==> config.mk <==
export PLATFORM = sky130hd
export DESIGN_NAME = crc_stream_engine
export DESIGN_NICKNAME = d
export VERILOG_FILES = /design/src/rtl/crc_pkg.sv /design/src/rtl/crc_par_update.sv /design/src/rtl/crc_stream_engine.sv
export SDC_FILE = /design/constraint.sdc
export NUM_CORES = 1
export LEC_CHECK = 0
export CAP_MARGIN = 20
export CORE_MARGIN = 5
export CORE_UTILIZATION = 52
export DETAILED_ROUTE_END_ITERATION = 8
export GPL_TIMING_DRIVEN = 0
export PLACE_DENSITY = 0.73
export SETUP_SLACK_MARGIN = 0.4
export SKIP_LAST_GASP = 1
export SLEW_MARGIN = 20
export SYNTH_ARGS = -nofsm -noshare
export SYNTH_HDL_FRONTEND = slang
export SYNTH_SLANG_ARGS = --single-unit
==> constraint.sdc <==
create_clock -name clk -period 8.3 [get_ports clk]
set_input_delay 1.245 -clock clk [delete_from_list [all_inputs] [get_ports clk]]
set_output_delay 1.245 -clock clk [all_outputs]
set_load 0.05 [all_outputs]
==> src/rtl/crc_pkg.sv <==
// Shared CRC constants and bit-serial helpers for the streaming CRC engine.
// The helpers are pure functions so the parallel update unrolls into XOR trees.
package crc_pkg;

  localparam int          CRC_WIDTH         = 32;
  localparam logic [31:0] CRC32_ETH_POLY    = 32'h04C11DB7;
  localparam logic [31:0] CRC32_ETH_RESIDUE = 32'hDEBB20E3;

  function automatic logic [31:0] reflect32(input logic [31:0] v);
    logic [31:0] r;
    for (int i = 0; i < 32; i++) r[i] = v[31-i];
    return r;
  endfunction

  // Reflected mode shifts right with the mirrored polynomial, consuming bit 0 first.
  function automatic logic [31:0] crc_byte(input logic [31:0] crc,
                                           input logic [7:0]  data_byte,
                                           input logic [31:0] poly,
                                           input logic        reflect);
    logic [31:0] c;
    logic [31:0] rpoly;
    logic        fb;
    c     = crc;
    rpoly = reflect32(poly);
    for (int i = 0; i < 8; i++) begin
      if (reflect) begin
        fb = c[0] ^ data_byte[i];
        c  = c >> 1;
        if (fb) c = c ^ rpoly;
      end else begin
        fb = c[31] ^ data_byte[7-i];
        c  = c << 1;
        if (fb) c = c ^ poly;
      end
    end
    return c;
  endfunction

endpackage

==> src/rtl/crc_par_update.sv <==
// Combinational multi-byte CRC update: chains DATA_BYTES byte steps and
// selects the intermediate register after the first n bytes.
module crc_par_update
  import crc_pkg::*;
#(
  parameter int          DATA_BYTES = 8,
  parameter logic [31:0] POLY       = CRC32_ETH_POLY,
  parameter bit          REFLECT    = 1'b1,
  localparam int         NW         = $clog2(DATA_BYTES + 1)
) (
  input  logic [CRC_WIDTH-1:0]    crc_in,
  input  logic [8*DATA_BYTES-1:0] data,
  input  logic [NW-1:0]           n,
  output logic [CRC_WIDTH-1:0]    crc_out
);

  logic [CRC_WIDTH-1:0] stage [DATA_BYTES+1];

  always_comb begin
    stage[0] = crc_in;
    for (int i = 0; i < DATA_BYTES; i++) begin
      stage[i+1] = crc_byte(stage[i], data[8*i +: 8], POLY, REFLECT);
    end
    crc_out = crc_in;
    for (int i = 0; i <= DATA_BYTES; i++) begin
      if (n == NW'(i)) crc_out = stage[i];
    end
  end

endmodule

==> src/rtl/crc_stream_engine.sv <==
// Streaming CRC generator/checker: valid/ready byte beats in, one registered
// result per frame out (FCS in GEN mode, residue pass/fail in CHECK mode).
module crc_stream_engine
  import crc_pkg::*;
#(
  parameter int          DATA_BYTES  = 8,
  parameter logic [31:0] POLY        = CRC32_ETH_POLY,
  parameter logic [31:0] INITIAL_CRC = 32'hFFFFFFFF,
  parameter logic [31:0] XOR_OUT     = 32'hFFFFFFFF,
  parameter bit          REFLECT     = 1'b1,
  parameter logic [31:0] RESIDUE     = CRC32_ETH_RESIDUE,
  parameter int          LEN_WIDTH   = 16
) (
  input  logic                    clk,
  input  logic                    rst_n,
  input  logic                    mode,
  input  logic                    flush,
  input  logic                    in_valid,
  output logic                    in_ready,
  input  logic [8*DATA_BYTES-1:0] in_data,
  input  logic [DATA_BYTES-1:0]   in_keep,
  input  logic                    in_last,
  output logic                    res_valid,
  input  logic                    res_ready,
  output logic [31:0]             res_crc,
  output logic                    res_ok,
  output logic [LEN_WIDTH-1:0]    res_len,
  output logic                    res_keep_err
);

  localparam int NW = $clog2(DATA_BYTES + 1);

  logic [31:0]          crc_q, crc_d;
  logic [LEN_WIDTH-1:0] len_q, len_d;
  logic                 in_frame_q, in_frame_d;
  logic                 mode_q, mode_d;
  logic                 keep_err_q, keep_err_d;
  logic                 res_valid_q, res_valid_d;
  logic [31:0]          res_crc_q, res_crc_d;
  logic                 res_ok_q, res_ok_d;
  logic [LEN_WIDTH-1:0] res_len_q, res_len_d;
  logic                 res_keep_err_q, res_keep_err_d;

  logic [NW-1:0]        n;
  logic                 run;
  logic                 beat_kerr;
  logic                 accept;
  logic                 mode_eff;
  logic [31:0]          crc_upd;
  logic [LEN_WIDTH:0]   len_sum;
  logic [LEN_WIDTH-1:0] len_new;

  crc_par_update #(
    .DATA_BYTES (DATA_BYTES),
    .POLY       (POLY),
    .REFLECT    (REFLECT)
  ) u_update (
    .crc_in  (crc_q),
    .data    (in_data),
    .n       (n),
    .crc_out (crc_upd)
  );

  // Only the leading run of keep bits counts; anything set past a hole flags an error.
  always_comb begin
    n         = '0;
    run       = 1'b1;
    beat_kerr = 1'b0;
    for (int i = 0; i < DATA_BYTES; i++) begin
      if (in_keep[i] && run) n = NW'(i + 1);
      else if (in_keep[i])   beat_kerr = 1'b1;
      else                   run = 1'b0;
    end
  end

  assign in_ready = !(res_valid_q && !res_ready);
  assign accept   = in_valid && in_ready;
  assign mode_eff = in_frame_q ? mode_q : mode;
  assign len_sum  = {1'b0, len_q} + {{(LEN_WIDTH + 1 - NW){1'b0}}, n};
  assign len_new  = len_sum[LEN_WIDTH] ? '1 : len_sum[LEN_WIDTH-1:0];

  always_comb begin
    crc_d          = crc_q;
    len_d          = len_q;
    in_frame_d     = in_frame_q;
    mode_d         = mode_q;
    keep_err_d     = keep_err_q;
    res_valid_d    = res_valid_q && !res_ready;
    res_crc_d      = res_crc_q;
    res_ok_d       = res_ok_q;
    res_len_d      = res_len_q;
    res_keep_err_d = res_keep_err_q;

    if (flush) begin
      crc_d      = INITIAL_CRC;
      len_d      = '0;
      in_frame_d = 1'b0;
      keep_err_d = 1'b0;
    end else if (accept) begin
      if (in_last) begin
        res_valid_d    = 1'b1;
        res_crc_d      = crc_upd ^ XOR_OUT;
        res_ok_d       = mode_eff ? (crc_upd == RESIDUE) : 1'b1;
        res_len_d      = len_new;
        res_keep_err_d = keep_err_q | beat_kerr;
        crc_d          = INITIAL_CRC;
        len_d          = '0;
        in_frame_d     = 1'b0;
        keep_err_d     = 1'b0;
      end else begin
        crc_d      = crc_upd;
        len_d      = len_new;
        keep_err_d = keep_err_q | beat_kerr;
        if (!in_frame_q) begin
          mode_d     = mode;
          in_frame_d = 1'b1;
        end
      end
    end
  end

  always_ff @(posedge clk or negedge rst_n) begin
    if (!rst_n) begin
      crc_q          <= INITIAL_CRC;
      len_q          <= '0;
      in_frame_q     <= 1'b0;
      mode_q         <= 1'b0;
      keep_err_q     <= 1'b0;
      res_valid_q    <= 1'b0;
      res_crc_q      <= '0;
      res_ok_q       <= 1'b0;
      res_len_q      <= '0;
      res_keep_err_q <= 1'b0;
    end else begin
      crc_q          <= crc_d;
      len_q          <= len_d;
      in_frame_q     <= in_frame_d;
      mode_q         <= mode_d;
      keep_err_q     <= keep_err_d;
      res_valid_q    <= res_valid_d;
      res_crc_q      <= res_crc_d;
      res_ok_q       <= res_ok_d;
      res_len_q      <= res_len_d;
      res_keep_err_q <= res_keep_err_d;
    end
  end

  assign res_valid    = res_valid_q;
  assign res_crc      = res_crc_q;
  assign res_ok       = res_ok_q;
  assign res_len      = res_len_q;
  assign res_keep_err = res_keep_err_q;

endmodule

==> run summary <==
Worst Setup SP - in_data[6]
RePlAce Congestion - 0.985
Layout Nets - 2116
Final WS setup - -0.202 ns
Post-synthesis mux area share - 0.0131
Worst R2R Start - crc_q[3]
First drt pass iteration count - 5
Fin. Hold Viols - 0
H-tree levels - 3
Critical path class - in -> reg
Yosys reg bits - 102
CP required - 8.55 ns
Sequential share of the synthesized area - 0.153
Fin Setup TNS - -0.202 ns
Crit path capture type - register
Syn-to-layout area delta - 33.9%
CTS Buffer Depth - 2
Status - complete, but fails checks
Simple-Gate Fraction of Synth Area - 0.0748
Startpoint Class - primary input
Clock Sinks - 102
Max-slew violations - 0
XOR/XNOR Fraction of Synth Area - 0.597
R2r endpoint - res_ok
Rows - 66
DR vias/cell - 6.14
Clk_skew - 0.0128 ns
Core Region - 32400 um^2
Syn Area/Cell - 10.1 um^2
RSZ-0062 raised after global routing - true
Fmax - 118 MHz
Levels on crit path - 25
Largest net degree at the start of global routing - 64
Pre-CTS setup slack - -1.99 ns
Total nets after synthesis - 1757
Crit-path slowest cell - xnor2_1
Worst Path Max Fanout - 6
Number of port buffers - 129
Largest family of logic cells by synthesized area - XOR/XNOR gates
WHS - 0.481 ns
Post-synth cell types - 63
Total CTS buffers - 9
Count of final setup violators - 1
Die Ht - 191 um
Mapped Cells - 1673
Mapped Area - 17000 um^2
Iteration-0 DRC Markers - 2000
Worst Path Buf+Inv - 6
Vias post-DR - 15200
Worst endpoint data arrival time - 8.75 ns
R2r worst-path depth - 21
Worst-skew pair later-pin latency - 0.35 ns
WL per Instance - 29.4 um
Worst-path clk slew - 0.08 ns
Final core utilization - 0.702
Number of global-route vias before repair - 15000
CTS tree - yes
Maxcap violations - 0
Synth warn - 0
Post-synth top flop - dfrtp_1
Final ANT Viol Nets - 0
Post-synth EDFFs - 0
I/O pins - 131
Slew headroom - 0.418
Root Buffer - clkbuf_16
Full die area - 36300 um^2
Grt ovf - 0
Layout cell share with drive strength beyond 1 - 0.288
Hold Path Class - reg -> reg
Total wire length - 72900 um
Gr usage total - 0.382
CP endpoint - res_ok
Die X - 191 um
First-pass GRT wire length - 102000 um
Family with the most delay on the worst path - XOR/XNOR gates
Most common cell after layout, fill and taps aside - xnor2_1
Flop2flop setup slack - 0.34 ns
Final min period - 8.50 ns
Max incr delay on CP - 0.59 ns
Tcrit/Tclk final - 1.02
Synth Area in Compound Gates - 0.130
Detailed Place HPWL - 52900 um
DRC viols - 0
Initial Utilization - 0.524
Ys async rst share - 1.00
Initial antenna violation count - 1
Post-synthesis adder-cell area fraction - 0.00413
Failing checks - setup timing
Slew @ Worst Pin - 0.867 ns
Most frequent cells in the layout - xnor2_1, buf_4, nand2_1, clkdlybuf4s50_1, o21ai_0
-- cells by family (layout without fill, tap and decap cells) --
family | after synthesis | in the layout
flops | 102 | 102
xor+xnor | 774 | 774
buf+inv | 109 | 473
fa+ha+maj | 5 | 5
simple gates | 300 | 300
other cells | 0 | 1
mux | 20 | 20
compound gates | 363 | 363
-- synthesized netlist by cell type, types with 5 or more instances --
| master | instances | share of area |
|---|---|---|
| xnor2_1 | 408 | 0.21 |
| nand2_1 | 141 | 0.031 |
| xnor3_1 | 129 | 0.17 |
| xor2_1 | 117 | 0.060 |
| o21ai_0 | 112 | 0.033 |
| a21oi_1 | 111 | 0.033 |
| nor2_1 | 96 | 0.021 |
| clkbuf_1 | 70 | 0.015 |
| dfrtp_1 | 70 | 0.10 |
| o211ai_1 | 49 | 0.022 |
| a211oi_1 | 46 | 0.020 |
| dfstp_2 | 32 | 0.050 |
| xnor2_2 | 32 | 0.031 |
| xnor2_4 | 19 | 0.031 |
| xor3_1 | 19 | 0.027 |
| mux2_2 | 18 | 0.012 |
| nor3_1 | 18 | 0.0053 |
| inv_1 | 16 | 0.0035 |
| xnor3_2 | 15 | 0.021 |
| xor2_2 | 15 | 0.014 |
| nand3_1 | 11 | 0.0032 |
| o22a_1 | 11 | 0.0057 |
| xor2_4 | 9 | 0.015 |
| xor3_2 | 9 | 0.013 |
| buf_2 | 7 | 0.0021 |
| a31oi_1 | 6 | 0.0022 |
| buf_1 | 6 | 0.0013 |
| buf_6 | 6 | 0.0040 |
| a221oi_1 | 5 | 0.0026 |
| nand4_1 | 5 | 0.0018 |
-- worst min-delay path by stage --
stage                startpoint          end  slack [ns]  cells after the start
floorplan              len_q[6]     len_q[6]        0.45                      2
global placement     res_crc[7]   res_crc[7]        0.46                      2
detailed placement  res_crc[20]  res_crc[20]        0.47                      2
CTS                 res_crc[20]  res_crc[20]        0.49                      2
global route         res_len[7]   res_len[7]        0.52                      2
finish               res_len[4]   res_len[4]        0.48                      2
-- metrics by stage --
stage / std cells / area (um^2)
2_1_floorplan: 1673 / 17200
3_3_place_gp: 2244 / 19100
3_5_place_dp: 2246 / 19100
4_1_cts: 2405 / 21800
5_1_grt: 2480 / 22700
6_report: 2480 / 22700
-- registers in the layout, indices dropped and copies added, names as in the netlist, 16 cells and up --
name,count
res_len,16
res_crc,32
crc_q,32
len_q,16
-- layout make-up --
type	instances	area (um^2)
Timing Repair Buffer	348	3110
Tap cell	442	553
Fill cell	2379	9660
Clock buffer	10	229
Multi-Input combinational cell	1462	15600
Buffer	92	462
Antenna cell	1	2.50
Sequential cell	102	2590
Clock inverter	6	53.8
Inverter	17	63.8
-- worst min-delay path, stage by stage (launching register included) --
cell	delay, ns
dfrtp_1	0.35
nand2_1	0.04
o21ai_0	0.06
-- repair_timing --
item,CTS,global route
pin swaps,101,46
endpoints found under the setup margin,65,50
hold buffers,0,0
buffers inserted,143,74
gates resized for setup,186,65
-- layer usage --
layer  vias up  track usage  wire (um)  share of wire
met5         -            0          0              0
met4         0        0.118       3510          0.048
met3       234       0.0524       6660          0.091
met2      1017        0.632      34600           0.47
met1      7524        0.524      28200           0.39
li1       6454            -          -              -
Power is left out: the tool's default activity adds up to more than one toggle a clock period on the data nets, which glitch-free logic cannot reach.
